### config.mk
export PLATFORM = sky130hd
export DESIGN_NAME = fxp_divider
export DESIGN_NICKNAME = d
export VERILOG_FILES = /design/src/rtl/fxp_div_pkg.sv /design/src/rtl/fxp_div_round.sv /design/src/rtl/fxp_divider.sv
export SDC_FILE = /design/constraint.sdc
export NUM_CORES = 1
export LEC_CHECK = 0
export CAP_MARGIN = 25
export CORE_MARGIN = 4
export CORE_UTILIZATION = 50
export DETAILED_ROUTE_END_ITERATION = 10
export GPL_ROUTABILITY_DRIVEN = 0
export GPL_TIMING_DRIVEN = 0
export HOLD_SLACK_MARGIN = 0.03
export PLACE_DENSITY = 0.69
export SLEW_MARGIN = 20
export SYNTH_ARGS = -nofsm -noshare
export SYNTH_HDL_FRONTEND = slang
export SYNTH_SLANG_ARGS = --single-unit
export TNS_END_PERCENT = 100
### constraint.sdc
create_clock -name clk -period 6.4 [get_ports clk]
set_clock_uncertainty 0.15 [all_clocks]
set_input_delay 1.28 -clock clk [delete_from_list [all_inputs] [get_ports clk]]
set_output_delay 1.28 -clock clk [all_outputs]
set_load 0.01 [all_outputs]
### src/rtl/fxp_div_pkg.sv
// Shared types and sizing helpers for the sequential fixed-point divider.
package fxp_div_pkg;

   typedef enum logic [1:0] {
      ST_IDLE,
      ST_CALC,
      ST_ROUND,
      ST_DONE
   } state_t;

   localparam logic RND_TRUNC = 1'b0;
   localparam logic RND_RNE   = 1'b1;

   function automatic int unsigned div_iters(input int unsigned width, input int unsigned fbits);
      return width + fbits + 1;
   endfunction

   function automatic int unsigned cnt_width(input int unsigned width, input int unsigned fbits);
      return $clog2(div_iters(width, fbits) + 1);
   endfunction

endpackage

### src/rtl/fxp_div_round.sv
// Round, limit-check and sign-apply stage for the raw quotient (one guard bit at q[0]).
module fxp_div_round
   import fxp_div_pkg::*;
#(
   parameter int unsigned WIDTH = 32,
   parameter int unsigned FBITS = 16
) (
   input  logic [WIDTH+FBITS:0] q,
   input  logic                 rem_nz,
   input  logic                 is_signed,
   input  logic                 neg_sign,
   input  logic                 rnd,
   input  logic                 sat,
   output logic [WIDTH-1:0]     val_c,
   output logic                 ovf_c,
   output logic                 inexact_c
);

   localparam int unsigned N = WIDTH + FBITS + 1;
   localparam logic [N-1:0] LIM_U  = (N'(1) << WIDTH) - N'(1);
   localparam logic [N-1:0] LIM_SP = (N'(1) << (WIDTH - 1)) - N'(1);
   localparam logic [N-1:0] LIM_SN = N'(1) << (WIDTH - 1);

   logic [N-1:0] mag_raw;
   logic [N-1:0] mag;
   logic [N-1:0] mag_neg;
   logic [N-1:0] lim;
   logic         half;
   logic         inc;
   logic         neg;

   always_comb begin
      mag_raw   = {1'b0, q[N-1:1]};
      half      = q[0];
      inc       = (rnd == RND_RNE) && half && (rem_nz || mag_raw[0]);
      mag       = mag_raw + N'(inc);
      mag_neg   = -mag;
      inexact_c = half | rem_nz;
      neg       = is_signed && neg_sign && (mag != '0);
      if (!is_signed)
         lim = LIM_U;
      else if (neg)
         lim = LIM_SN;
      else
         lim = LIM_SP;
      ovf_c = (mag > lim);
      if (ovf_c)
         val_c = sat ? lim[WIDTH-1:0] : '0;
      else
         val_c = neg ? mag_neg[WIDTH-1:0] : mag[WIDTH-1:0];
   end

endmodule

### src/rtl/fxp_divider.sv
// Sequential QI.F divider: val = (a << FBITS) / b, one restoring-division quotient bit per clock.
module fxp_divider
   import fxp_div_pkg::*;
#(
   parameter int unsigned WIDTH = 32,
   parameter int unsigned FBITS = 16
) (
   input  logic             clk,
   input  logic             rst_n,
   input  logic             in_valid,
   output logic             in_ready,
   input  logic [WIDTH-1:0] a,
   input  logic [WIDTH-1:0] b,
   input  logic             is_signed,
   input  logic             rnd,
   input  logic             sat,
   output logic             out_valid,
   input  logic             out_ready,
   output logic [WIDTH-1:0] val,
   output logic             dbz,
   output logic             ovf,
   output logic             inexact
);

   localparam int unsigned N  = div_iters(WIDTH, FBITS);
   localparam int unsigned CW = cnt_width(WIDTH, FBITS);

   state_t           state, state_nxt;
   logic [CW-1:0]    cnt;
   logic [N-1:0]     qr;
   logic [WIDTH:0]   acc;
   logic [WIDTH:0]   acc_sh;
   logic [WIDTH:0]   acc_nxt;
   logic             q_bit;
   logic [WIDTH-1:0] bmag;
   logic [WIDTH-1:0] amag_c;
   logic [WIDTH-1:0] bmag_c;
   logic [WIDTH-1:0] dbz_val_c;
   logic             sign_a, sign_b;
   logic             is_signed_q, rnd_q, sat_q;
   logic             accept;
   logic             last_iter;
   logic [WIDTH-1:0] r_val;
   logic             r_ovf, r_inexact;

   assign in_ready = (state == ST_IDLE);

   // Operand magnitudes; the most-negative value maps onto 2^(WIDTH-1) naturally.
   always_comb begin
      amag_c = (is_signed && a[WIDTH-1]) ? -a : a;
      bmag_c = (is_signed && b[WIDTH-1]) ? -b : b;
      if ((a == '0) || !sat)
         dbz_val_c = '0;
      else if (!is_signed)
         dbz_val_c = '1;
      else if (a[WIDTH-1])
         dbz_val_c = {1'b1, {(WIDTH-1){1'b0}}};
      else
         dbz_val_c = {1'b0, {(WIDTH-1){1'b1}}};
   end

   // Restoring step: dividend bits leave qr's MSB, quotient bits enter its LSB.
   always_comb begin
      acc_sh  = {acc[WIDTH-1:0], qr[N-1]};
      q_bit   = (acc_sh >= {1'b0, bmag});
      acc_nxt = q_bit ? (acc_sh - {1'b0, bmag}) : acc_sh;
   end

   always_comb begin
      state_nxt = state;
      accept    = 1'b0;
      last_iter = (cnt == CW'(N - 1));
      case (state)
         ST_IDLE: begin
            if (in_valid) begin
               accept    = 1'b1;
               state_nxt = (b == '0) ? ST_DONE : ST_CALC;
            end
         end
         ST_CALC:  if (last_iter) state_nxt = ST_ROUND;
         ST_ROUND: state_nxt = ST_DONE;
         ST_DONE:  if (out_ready) state_nxt = ST_IDLE;
         default:  state_nxt = ST_IDLE;
      endcase
   end

   always_ff @(posedge clk or negedge rst_n) begin
      if (!rst_n)
         state <= ST_IDLE;
      else
         state <= state_nxt;
   end

   always_ff @(posedge clk or negedge rst_n) begin
      if (!rst_n) begin
         cnt         <= '0;
         qr          <= '0;
         acc         <= '0;
         bmag        <= '0;
         sign_a      <= 1'b0;
         sign_b      <= 1'b0;
         is_signed_q <= 1'b0;
         rnd_q       <= RND_TRUNC;
         sat_q       <= 1'b0;
         out_valid   <= 1'b0;
         val         <= '0;
         dbz         <= 1'b0;
         ovf         <= 1'b0;
         inexact     <= 1'b0;
      end else begin
         case (state)
            ST_IDLE: begin
               if (accept) begin
                  is_signed_q <= is_signed;
                  rnd_q       <= rnd;
                  sat_q       <= sat;
                  sign_a      <= is_signed & a[WIDTH-1];
                  sign_b      <= is_signed & b[WIDTH-1];
                  bmag        <= bmag_c;
                  qr          <= N'(amag_c) << (FBITS + 1);
                  acc         <= '0;
                  cnt         <= '0;
                  ovf         <= 1'b0;
                  inexact     <= 1'b0;
                  if (b == '0) begin
                     val       <= dbz_val_c;
                     dbz       <= 1'b1;
                     out_valid <= 1'b1;
                  end else begin
                     dbz <= 1'b0;
                  end
               end
            end
            ST_CALC: begin
               acc <= acc_nxt;
               qr  <= {qr[N-2:0], q_bit};
               cnt <= cnt + CW'(1);
            end
            ST_ROUND: begin
               val       <= r_val;
               ovf       <= r_ovf;
               inexact   <= r_inexact;
               dbz       <= 1'b0;
               out_valid <= 1'b1;
            end
            ST_DONE: if (out_ready) out_valid <= 1'b0;
            default: out_valid <= 1'b0;
         endcase
      end
   end

   fxp_div_round #(
      .WIDTH (WIDTH),
      .FBITS (FBITS)
   ) u_round (
      .q         (qr),
      .rem_nz    (acc != '0),
      .is_signed (is_signed_q),
      .neg_sign  (sign_a ^ sign_b),
      .rnd       (rnd_q),
      .sat       (sat_q),
      .val_c     (r_val),
      .ovf_c     (r_ovf),
      .inexact_c (r_inexact)
   );

endmodule

Word level (Yosys, flattened, before mapping). Index checks and enable logic that the tools add are counted.

Bits of input ports: 71. Register bits after elaboration: 163.

Bitwise logic cells: 4. Magnitude comparators: 2. Multiplexer cells: 37. Eq/ne operators: 9. Reductions and logical operators: 23. Add/subtract/negate cells: 6.

Operator list (count): $mux 32 (12); $pmux 49 s2 (1); $neg 32->32 (3); $mux 33 (2); $pmux 33 s2 (1); $logic_not 32->1 (2); $pmux 32 s2 (1); $add 48x1->49 (1); $gt 49x32->1 (1); $mux 49 (1); $reduce_bool 49->1 (1); $ge 33x32->1 (1); $reduce_bool 33->1 (1); $sub 33x32->33 (1); $pmux 6 s2 (1); $mux 1 (8); $mux 2 (4); $pmux 2 s4 (1); $add 6x1->6 const B (1); $eq 6x6->1 const B (1); $logic_and 1x1->1 (6); $mux 6 (1); $ne 2x2->1 const B (3); $pmux 1 s2 (3); other kinds (15) (23).

Depth between registers and ports, before layout. Gate-level depths: netlist of run 1.

Word-level depth: 11. Gate-level depth with buffers: 22. Mapped depth without buffers: 20.

Cells and area by module. Synthesis of run 1 repeated with hierarchy kept, for this count alone.

Cells, all modules: 1667. Area total of the unflattened synthesis: 13441.6 um^2.

By module, submodules not included: fxp_divider (area each 10293.6 um^2, times used 1, cells each 1195, seq. area each 4078.9 um^2); fxp_div_round (area each 3148.0 um^2, times used 1, cells each 472, seq. area each 0.0 um^2).

Least setup slack after synthesis of run 1. OpenSTA, ideal clock, no wires.

Path type: register -> register. From: register qr[0]. To: register val[10]. Period minus slack after synthesis: 5335 ps. Data arrival time: 5057 ps. Path buffers: 3. Setup time: 128 ps. Setup slack: 1065 ps. Cell stages (with the launch flop): 23. Path through: dfrtp_1 -> and3_1 -> ha_1 -> buf_2 -> nand4_2 -> or4_1 -> buf_2 -> nor4_1 -> mux2i_1 -> o2111ai_1 -> or4_4 -> nor2_4 -> a31oi_2 -> nor2b_1 -> ha_1 -> nand2_1 -> or2_2 -> a2111oi_2 -> a2111oi_2 -> a31oi_2 -> a41o_4 -> buf_6 -> a211oi_2.

Word-level cells in the longest chain between the ends: 10.

RTL lines: from (decl) (line fxp_divider.sv:30) `logic [N-1:0] qr;`; from (signal assigned) (line fxp_divider.sv:120) `qr <= N'(amag_c) << (FBITS + 1);`; from (signal assigned) (line fxp_divider.sv:136) `qr <= {qr[N-2:0], q_bit};`; $logic_and 1x1->1 * (2 in series) (line fxp_div_round.sv:35) `inc = (rnd == RND_RNE) && half && (rem_nz || mag_raw[0]);`; $add 48x1->49 * (line fxp_div_round.sv:36) `mag = mag_raw + N'(inc);`; $reduce_bool 49->1 (line fxp_div_round.sv:39) `neg = is_signed && neg_sign && (mag != '0);`; $logic_and 1x1->1 (line fxp_div_round.sv:39); $mux 32 (line fxp_div_round.sv:42) `else if (neg)`; $mux 32 (line fxp_div_round.sv:40) `if (!is_signed)`; $gt 49x32->1 or $mux 32 (tied branches) (line fxp_div_round.sv:46, fxp_div_round.sv:48); $mux 32 * (line fxp_div_round.sv:47) `if (ovf_c)`; $pmux 32 s2 * (line fxp_divider.sv:111) `case (state)`; to (signal assigned) (line fxp_divider.sv:126) `val <= dbz_val_c;`; to (signal assigned) (line fxp_divider.sv:140) `val <= r_val;`; to (decl) (line fxp_divider.sv:19) `output logic [WIDTH-1:0] val,`.

Mark *: on every way between the ends. The rest lies on a longest branch, timed or not. A chain may end at the register's enable or synchronous reset.

Worst setup path after layout of run 1.
From: register qr[0]. To: register val[1].

The elaborated chain is that of the path after synthesis.

==> results.tsv, run 1 <==
stage	metric	value	unit
status	status	completed	
layout	fillers	2239	
logic_synthesis	syn_area_per_cell	8.21	µm²
sta	rsz0062_at_grt	no	
sta	tns	0	ns
setup_path	critPathCaptureType	flip-flop	
setup_path	cp.arrival	6.29	ns
setup_path	rrSetupSlack	0.27	ns
setup_path	cp_cell_sequence	and3_1, ha_1, buf_2, nand4_4, or4_1, buf_2, o21a_1, nor3_2, a2111oi_4, and2b_1, a31oi_4, clkinv_1, ha_1, or2_2, a2111oi_2, a2111oi_2, a31oi_2, a41o_4, buf_6, a211oi_2	
global_route	grt_pass1_vias	11000	
hold_path	min_path_cells	2	
drt	routedWlPerCell	18.1	µm
clocking	htreeDepth	4	
floorplan	ios	108	
layout	antenna_cells	0	
floorplan	die_w	166	µm
layout	design_area	14600	µm²
sta	hold_viol	0	
global_route	grt_pass1_wl	58.0	mm
drt	num_vias	11800	
sta	worstMarginPinSlew	1.11	ns
setup_path	cp_max_fo	10	
setup_path	r2r-end	val[1]	
setup_path	ff2ff_path_depth	20	
sta	fin_crit_sh	95.8	%
global_route	grt_overflow	0	
drt	drtIter0Drc	1048	
clocking	cts_buffer_depth	2	
logic_synthesis	ys.flop_type	dfrtp_1	
drt	drcViolationCount	0	
logic_synthesis	ys_types	83	
floorplan	dieHeight	166	µm
setup_path	r2r-start	qr[0]	
global_route	grtUsageTotal	25.4	%
clocking	numCtsBuffers	17	
sta	slew_violations	0	
logic_synthesis	synth_xor_area_share	11.0	%
logic_synthesis	synth_compound_area_share	22.9	%
logic_synthesis	ys_ff_latch	163	
clocking	cts_tree	done	
setup_path	required	6.57	ns
logic_synthesis	synth_area	12500	µm²
setup_path	path_class	reg2reg	
setup_path	worst-path-buf-inv	4	
logic_synthesis	ys_warn_count	0	
setup_path	start_kind	flip-flop	
place	placed_area	14000	µm²
drt	routed_via_density	5.93	
setup_path	critPathMaxStageDelay	0.55	ns
logic_synthesis	async_flop_share	100	%
hold_path	min-delay-start	bmag[16]	
layout	drive_above_1_share	7.78	%
logic_synthesis	synthCells	1518	
sta	slew_headroom	25.0	%
logic_synthesis	synth_seq_area_share	32.7	%
sta	fin_crit	6.13	ns
setup_path	crit_family	simple AND/OR/NAND/NOR gates	
drt	detail-route-antenna-nets	0	
sta	fmax	163	MHz
hold_path	hold_path_class	reg2reg	
sta	setup_viol	0	
clocking	cts.reportedPaths.clkPinSlew	0.07	ns
global_route	grt_max_degree	71	
drt	drt-pass1-iter-count	5	
floorplan	die_area	27500	µm²
layout	final_util	60.1	%
power	p_leak	5.95	nW
setup_path	critPathSlowestCell	or4_1	
logic_synthesis	synth_top_family_by_area	compound AO/OA/AOI/OAI gates	
logic_synthesis	synth_mux_area_share	1.39	%
clocking	hold_buffers	0	
clocking	clock_sinks	163	
power	power_density	436	nW/µm²
power	peakVddDrop	0.000202	V
hold_path	hold-path-endpoint	bmag[16]	
logic_synthesis	synth-simple-area-share	22.3	%
global_route	antenna_found_initial	0	
floorplan	core-area	24400	µm²
logic_synthesis	synth_fa_ha_area_share	4.58	%
flow_run	drv_cap	0	
floorplan	start_util	51.1	%
logic_synthesis	syn-num-nets	1634	
place	io_buffers	106	
drt	finalWirelength	35.9	mm
layout	finalNetCount	1762	
logic_synthesis	synth-edff-count	0	
layout	area_growth	17.6	%
floorplan	rows	57	
clocking	clk_latency	0.45	ns
place	dp_hpwl	27.3	mm
clocking	cts_root_buffer	clkbuf_16	
how the worst max path moves through the flow:
| stage | start | to | slack, ns | cells after the start |
|---|---|---|---|---|
| 2_1_floorplan | qr[0] | val[10] | 1.06 | 22 |
| 3_3_place_gp | rst_n | qr[43] | -3.03 | 1 |
| 3_5_place_dp | b[0] | val[1] | -0.15 | 15 |
| 4_1_cts | qr[0] | val[1] | 0.17 | 22 |
| 5_1_grt | qr[0] | val[5] | 0.004 | 22 |
| 6_report | qr[0] | val[1] | 0.27 | 20 |
registers in the layout, summed over array words and instances, names as in the netlist, 2 cells and up:
name   flops
qr        49
acc       33
bmag      32
val       32
cnt        6
state      2
per-stage QoR:
step	instances	setup slack, ns	total power, mW	hold slack [ns]
after floorplan	1518	1.06	4.13	0.300
after global placement	1948	-3.03	5.18	0.313
after detailed placement	1950	-0.151	5.25	0.322
after CTS	1982	0.170	6.35	0.337
after global routing	1983	0.00407	6.88	0.370
final	1983	0.271	6.39	0.330
per-layer routing:
metal / global-route usage (%) / vias to the layer above / share of wire [%]
met3: 4.55 / 56 / 6.6
li1: - / 5719 / -
met1: 36.2 / 5540 / 46
met2: 39.6 / 435 / 45
met4: 7.68 / 0 / 2.2
met5: 0 / - / 0
cells by family after synthesis:
logic type | count (synthesis)
and+or+nand+nor | 560
DFF | 163
muxes | 17
buffers and inverters | 153
AOI/OAI and AO/OA | 424
adders and majority gates | 45
xor gates and xnor gates | 156
Yosys cell counts (all sizes together), types with 5 or more instances:
master	instances	share of area, %
nor2	141	4.3
o31ai	9	0.54
or4	9	0.57
a31oi	19	1.1
o21a	5	0.30
nor3	45	1.9
nand4	27	1.5
xnor2	91	6.4
o31a	6	0.42
xor2	65	4.6
a21o	11	0.66
and2	11	0.55
dfrtp	163	33
or2	14	0.70
clkbuf	62	1.9
a22o	23	1.6
and3	12	0.60
o21ai	149	6.0
a21oi	91	3.7
or3	14	0.70
o21bai	5	0.30
mux2i	15	1.2
nand2b	17	0.85
a22oi	16	0.96
o22ai	8	0.40
nand2	167	5.0
o41ai	6	0.42
nand3	35	1.4
ha	44	4.4
inv	64	1.9
nor2b	12	0.60
o211ai	5	0.30
a2111oi	6	0.67
a211oi	37	3.4
nor4	33	1.9
and4	8	0.56
buf	25	1.2
area by class of cell:
class / instances / area (µm²) / area share, %
Multi-Input combinational cell: 1202 / 7800 / 53.3
Sequential cell: 163 / 4080 / 27.8
Timing Repair Buffer: 109 / 1130 / 7.70
Clock buffer: 18 / 439 / 3.00
Tap cell: 324 / 405 / 2.77
Buffer: 87 / 390 / 2.67
Inverter: 66 / 248 / 1.69
Clock inverter: 14 / 154 / 1.05
cell usage in the layout, fill, tap and decap left out, types with 30 or more instances in the layout:
cell,n
a211oi_2,30
a21oi_1,91
clkbuf_1,59
clkdlybuf4s50_1,105
dfrtp_1,163
ha_1,44
inv_1,64
nand2_1,167
nand3_1,35
nor2_1,139
nor3_1,43
o21ai_0,146
xnor2_1,91
xor2_1,65
where the power goes:
| part | leakage [nW] | total [mW] | internal (mW) | switching [mW] |
|---|---|---|---|---|
| combinational | 3.62 | 3.59 | 1.42 | 2.17 |
| clock | 0.289 | 1.07 | 0.591 | 0.478 |
| sequential | 2.04 | 1.73 | 1.41 | 0.326 |
worst reg2reg max path, cell delays in order, from the launching register on:
cell and delay, ns:
dfrtp_1 0.48, and3_1 0.19, ha_1 0.13, buf_2 0.23, nand4_4 0.21, or4_1 0.55
buf_2 0.21, o21a_1 0.20, nor3_2 0.40, a2111oi_4 0.14, and2b_1 0.25, a31oi_4 0.43
clkinv_1 0.45, ha_1 0.34, or2_2 0.31, a2111oi_2 0.35, a2111oi_2 0.10, a31oi_2 0.31
a41o_4 0.33, buf_6 0.20, a211oi_2 0.06
timing repair:
item	in CTS	in global routing
cloned	0	0
setup buffers	0	1
pin swaps	0	0
endpoints found under the setup margin	31	32
gates resized for setup	3	5
hold endpoints to repair	0	0
No activity file was read; power rests on OpenSTA's default activity.
==> inputs of run 2 (changes only) <==
- CORE_ASPECT_RATIO: unset -> 1.25
==> results.tsv, run 2 (synthesized netlist as in run 1, its figures left out) <==
stage	metric	value	unit	change
power	clock_power_share	16.6	%	about the same
power	power_density	433	nW/µm²	-0.67%
layout	antenna_cells	0		unchanged
setup_path	required	6.55	ns	-0.02 ns
setup_path	rrSetupSlack	0.27	ns	about the same
sta	rsz0062_at_grt	no		
hold_path	min-delay-start	bmag[10]		
setup_path	cp_max_fo	10		unchanged
clocking	numCtsBuffers	17		unchanged
drt	routedWlPerCell	18.0	µm	-0.60%
clocking	cts_tree	done		
drt	routed_via_density	5.87		-1.0%
clocking	cts_root_buffer	clkbuf_16		
floorplan	core-area	24500	µm²	+0.46%
sta	fin_crit_sh	95.7	%	about the same
clocking	cts_buffer_depth	2		unchanged
layout	drive_above_1_share	7.53	%	-0.24 points
power	pwr-share-seq	27.3	%	+0.2 points
setup_path	r2r-end	val[2]		
power	power.internal	3.44	mW	+0.53%
layout	reg_top3	qr (49), acc (33)		
floorplan	ios	108		unchanged
sta	setup_viol	0		unchanged
sta	worstMarginPinSlew	1.03	ns	-0.0768 ns
place	io_buffers	106		unchanged
setup_path	critPathSlowestCell	or4_4		
setup_path	cp.arrival	6.28	ns	about the same
layout	finalNetCount	1763		+0.057%
hold_path	hold-path-endpoint	bmag[10]		
drt	finalWirelength	35.8	mm	-0.30%
setup_path	worst-path-buf-inv	3		-1
layout	top_register	qr		
power	power_frac_comb	56.2	%	about the same
setup_path	cp_cell_sequence	and3_1, ha_1, buf_2, nand4_4, or4_1, buf_2, nor4_1, xnor2_1, o2111ai_1, or4_4, nor2_4, a31oi_4, nor2b_1, ha_1, nand2_1, or2_2, a2111oi_2, a2111oi_2, a31oi_2, a41o_4, buf_6, a211oi_2		
global_route	antenna_found_initial	1		+1
flow_run	drv_cap	0		unchanged
setup_path	critPathCaptureType	flip-flop		
clocking	clk_latency	0.43	ns	-0.02 ns
status	status	completed		
global_route	grt_pass1_wl	57.8	mm	-0.36%
power	p_leak	5.94	nW	-0.13%
power	switchingPower	2.91	mW	-2.2%
power	peakVddDrop	0.000247	V	+23%
sta	slew_headroom	30.2	%	+5.2 points
floorplan	die_w	149	µm	-10%
floorplan	start_util	50.8	%	-0.23 points
floorplan	die_area	27500	µm²	about the same
clocking	cts.reportedPaths.clkPinSlew	0.07	ns	about the same
global_route	grt_max_degree	62		-13%
sta	fmax	163	MHz	about the same
sta	hold_viol	0		unchanged
layout	fillers	2276		+1.7%
layout	layout_commonest_cell	nand2_1		
sta	fin_hold_ws	0.332	ns	+0.00116 ns
drt	drtIter0Drc	872		-17%
setup_path	path_class	reg2reg		
setup_path	critPathMaxStageDelay	0.59	ns	+0.04 ns
power	switching_share	45.8	%	-0.69 points
clocking	htreeDepth	4		unchanged
layout	final_cell_mix	nand2_1, dfrtp_1, o21ai_0, nor2_1, clkdlybuf4s50_1		
layout	regArea	4080	µm²	unchanged
setup_path	ff2ff_path_depth	22		+10%
layout	largest_reg_flops	49		unchanged
floorplan	rows	64		+12%
layout	design_area	14600	µm²	about the same
layout	area_growth	17.5	%	about the same
layout	multi_input_area	7780	µm²	-0.34%
global_route	grt_overflow	0		unchanged
global_route	grtUsageTotal	26.1	%	+0.65 points
global_route	grt_pass1_vias	11200		+1.4%
place	placed_area	14000	µm²	about the same
drt	num_vias	11700		-0.71%
clocking	clock_sinks	163		unchanged
sta	slew_violations	0		unchanged
drt	drt-pass1-iter-count	6		+1
setup_path	start_kind	flip-flop		
drt	detail-route-antenna-nets	0		unchanged
setup_path	r2r-start	qr[0]		
drt	drcViolationCount	0		unchanged
floorplan	dieHeight	184	µm	+11%
place	dp_hpwl	28.1	mm	+3.1%
hold_path	min_path_cells	2		unchanged
hold_path	hold_path_class	reg2reg		
sta	fin_crit	6.13	ns	-0.00254 ns
setup_path	crit_family	simple AND/OR/NAND/NOR gates		
clocking	hold_buffers	0		unchanged
run 2: how the worst max path moves through the flow:
stage                from      end  depth (start not counted)  slack, ns
floorplan           qr[0]  val[10]                         22       1.06
global placement    rst_n   qr[43]                          1      -2.96
detailed placement  qr[0]   val[2]                         19      -0.19
CTS                 qr[0]   val[4]                         22       0.07
global route         b[1]   val[2]                         15       0.04
finish              qr[0]   val[2]                         22       0.27
run 2: final cells by class:
cell class              instances  area share (%)
well taps                     330            2.82
clock inverters                12            1.08
multi-input cells            1202            53.1
clock buffers                  19            2.96
plain buffers                  87            2.67
inverters                      66            1.70
repair buffers                110            7.76
flip-flops and latches        163            27.9
run 2: layer usage:
metal	track usage [%]	part of all wire, %
met4	7.07	1.8
met2	46.5	51
met1	32.9	42
met3	3.84	5.2
met5	0	0
run 2: per-stage QoR:
step	instances	TNS [ns]	worst slack [ns]	utilization, %	total power, mW
finish	1989	0	0.274	59.7	6.34
CTS	1987	0	0.0678	59.6	6.32
global placement	1954	-482.39	-2.96	56.9	5.18
floorplan	1518	0	1.06	-	4.13
global route	1989	0	0.0374	59.7	6.84
detailed placement	1956	-5.31	-0.192	57.1	5.25
run 2: power groups by stage:
stage | logic [mW] | clock network (mW) | registers [mW]
6_report | 3.56 | 1.05 | 1.73
5_1_grt | 3.94 | 1.12 | 1.78
4_1_cts | 3.54 | 1.06 | 1.72
3_5_place_dp | 3.51 | 0 | 1.74
3_3_place_gp | 3.45 | 0 | 1.73
2_1_floorplan | 2.44 | 0 | 1.69
run 2: worst min-delay path, stage by stage, from the launching register on:
cell     delay [ns]
dfrtp_1        0.34
nand2_1        0.04
o21ai_0        0.06
run 2: repair_timing:
action                     4_1_cts  5_1_grt
pin swaps                        0        0
setup buffers                    0        2
setup endpoints to repair       31       32
resized for setup                2        3
==> inputs of run 3 (changes only) <==
- CELL_PAD_IN_SITES_DETAIL_PLACEMENT: unset -> 0
- CELL_PAD_IN_SITES_GLOBAL_PLACEMENT: unset -> 1
- CORE_UTILIZATION: 50 -> 49
- DONT_BUFFER_PORTS: unset -> 1
- PLACE_DENSITY: 0.69 -> 0.79
==> results.tsv, run 3 (synthesized netlist as in run 1, its figures left out) <==
stage	metric	value	unit	change
drt	detail-route-antenna-nets	0		unchanged
setup_path	r2r-start	acc[10]		
power	power_density	457	nW/µm²	+5.4%
place	dp_hpwl	29.4	mm	+4.4%
setup_path	path_class	reg2reg		
global_route	grt_overflow	0		unchanged
power	peakVddDrop	0.000203	V	-18%
sta	slew_violations	0		unchanged
layout	drive_above_1_share	7.80	%	+0.27 points
floorplan	dieHeight	186	µm	+0.97%
layout	layout_commonest_cell	nand2_1		
power	switching_share	47.5	%	+1.6 points
sta	fmax	168	MHz	+3.0%
sta	fin_crit_sh	93.0	%	-2.8 points
sta	fin_crit	5.95	ns	-0.176 ns
sta	hold_viol	0		unchanged
setup_path	ff2ff_path_depth	21		-4.5%
hold_path	min-delay-start	bmag[2]		
place	io_buffers	0		-100%
clocking	numCtsBuffers	17		unchanged
drt	drcViolationCount	0		unchanged
drt	drt-pass1-iter-count	6		unchanged
sta	slew_headroom	36.4	%	+6.2 points
clocking	htreeDepth	4		unchanged
drt	routedWlPerCell	20.0	µm	+11%
setup_path	critPathCaptureType	flip-flop		
global_route	grt_max_degree	164		+160%
global_route	grtUsageTotal	26.8	%	+0.71 points
drt	routed_via_density	5.94		+1.3%
floorplan	ios	108		unchanged
floorplan	die_area	28100	µm²	+1.9%
hold_path	min_path_cells	2		unchanged
power	clock_power_share	17.8	%	+1.2 points
global_route	antenna_found_initial	0		-1
hold_path	hold_path_class	reg2reg		
floorplan	start_util	49.6	%	-1.3 points
drt	num_vias	11200		-4.0%
place	place_inst	1853		-5.3%
sta	rsz0062_at_grt	no		
floorplan	core-area	25100	µm²	+2.6%
layout	finalNetCount	1654		-6.2%
layout	final_cell_mix	nand2_1, dfrtp_1, o21ai_0, nor2_1		
clocking	cts.reportedPaths.clkPinSlew	0.06	ns	about the same
sta	worstMarginPinSlew	0.943	ns	-0.0919 ns
setup_path	start_kind	flip-flop		
layout	reg_top3	qr (49), acc (33)		
power	report.power.total	6.18	mW	-2.5%
place	placed_area	12900	µm²	-7.9%
setup_path	rrSetupSlack	0.45	ns	+0.18 ns
power	power_frac_comb	52.8	%	-3.4 points
global_route	grt_pass1_wl	58.7	mm	+1.7%
clocking	clk_latency	0.44	ns	about the same
power	power.internal	3.25	mW	-5.4%
clocking	cts_tree	done		
flow_run	drv_cap	0		unchanged
sta	fin_hold_ws	0.329	ns	-0.00229 ns
setup_path	startpoint	acc[10]		
layout	largest_reg_flops	49		unchanged
power	p_leak	5.50	nW	-7.5%
drt	drtIter0Drc	677		-22%
power	switchingPower	2.93	mW	+0.96%
hold_path	hold-path-endpoint	bmag[2]		
clocking	clock_sinks	163		unchanged
layout	antenna_cells	0		unchanged
setup_path	cp.arrival	6.11	ns	-0.17 ns
setup_path	r2r-end	val[3]		
setup_path	required	6.56	ns	about the same
setup_path	cp_max_fo	10		unchanged
layout	top_register	qr		
layout	fillers	2401		+5.5%
status	status	completed		
global_route	grt_pass1_vias	10900		-2.4%
layout	area_growth	8.64	%	
layout	design_area	13500	µm²	-7.5%
sta	tns	0	ns	unchanged
floorplan	die_w	151	µm	+0.96%
power	pwr-share-seq	29.4	%	+2.1 points
floorplan	rows	65		+1.6%
drt	finalWirelength	37.6	mm	+5.0%
layout	stdcell_count	1886		-5.2%
sta	setup_viol	0		unchanged
clocking	cts_buffer_depth	2		unchanged
clocking	cts_root_buffer	clkbuf_16		
[run 3: cell types whose count changed in the layout (fill, tap and decap cells not counted)]
cell / delta
buf_16: -2
buf_4: -1
buf_8: -1
clkbuf_1: +1
clkbuf_8: +2
clkdlybuf4s50_1: -105
clkinv_2: -2
clkinv_4: -1
inv_6: +1
[run 3: worst max-delay path, stage by stage (launching register included)]
cell and delay, ns:
dfrtp_1 0.42, nor4_1 0.59, nand4_1 0.15, or3_1 0.36, nand3_1 0.09, o21ai_0 0.21, inv_1 0.25, ha_1 0.29
o211ai_1 0.15, or2_2 0.37, nor4_2 0.51, a31oi_4 0.27, nor2b_1 0.22, ha_1 0.17, nand2_1 0.06, or2_2 0.28
a2111oi_2 0.32, a2111oi_2 0.10, a31oi_2 0.27, a41o_4 0.32, buf_6 0.20, a211oi_2 0.05
[run 3: layout make-up]
class / count / area, µm² / area share, %
multi-input cells: 1202 / 7780 / 57.5
flip-flops and latches: 163 / 4080 / 30.1
clock buffers: 22 / 464 / 3.43
well taps: 335 / 419 / 3.10
plain buffers: 87 / 390 / 2.88
inverters: 66 / 249 / 1.84
clock inverters: 10 / 148 / 1.09
repair buffers: 1 / 7.51 / 0.0555
[run 3: worst max-delay path by stage]
stage               cells after the start       to  slack [ns]
detailed placement                     20   val[3]       -0.02
global placement                       19  val[29]       -0.23
finish                                 21   val[3]        0.45
floorplan                              22  val[10]        1.06
global route                           21  val[27]        0.09
CTS                                    21   val[3]        0.03
[run 3: power groups by stage]
stage	Sequential, mW	Combinational [mW]	Clock [mW]
3_5_place_dp	1.84	3.23	0
2_1_floorplan	1.69	2.44	0
3_3_place_gp	1.83	3.19	0
6_report	1.82	3.27	1.10
4_1_cts	1.82	3.25	1.11
5_1_grt	1.87	3.65	1.15
[run 3: per-layer routing]
| layer | vias up | part of all wire (%) | track usage (%) |
|---|---|---|---|
| li1 | 5461 | - | - |
| met3 | 83 | 4.5 | 4.77 |
| met4 | 0 | 4.7 | 12.2 |
| met5 | - | 0 | 0 |
| met1 | 5396 | 39 | 30.8 |
| met2 | 265 | 51 | 48.4 |
[run 3: timing repair]
item	in CTS	in global routing
endpoints found under the setup margin	30	33
setup buffers	0	1
resized for setup	1	3
endpoints found under the hold margin	0	0
hold buffers	0	0
[run 3: through the flow]
stage	util, %	setup slack [ns]
2_1_floorplan	-	1.06
3_3_place_gp	51.2	-0.226
3_5_place_dp	51.3	-0.0205
4_1_cts	53.7	0.0344
5_1_grt	53.9	0.0889
6_report	53.9	0.450
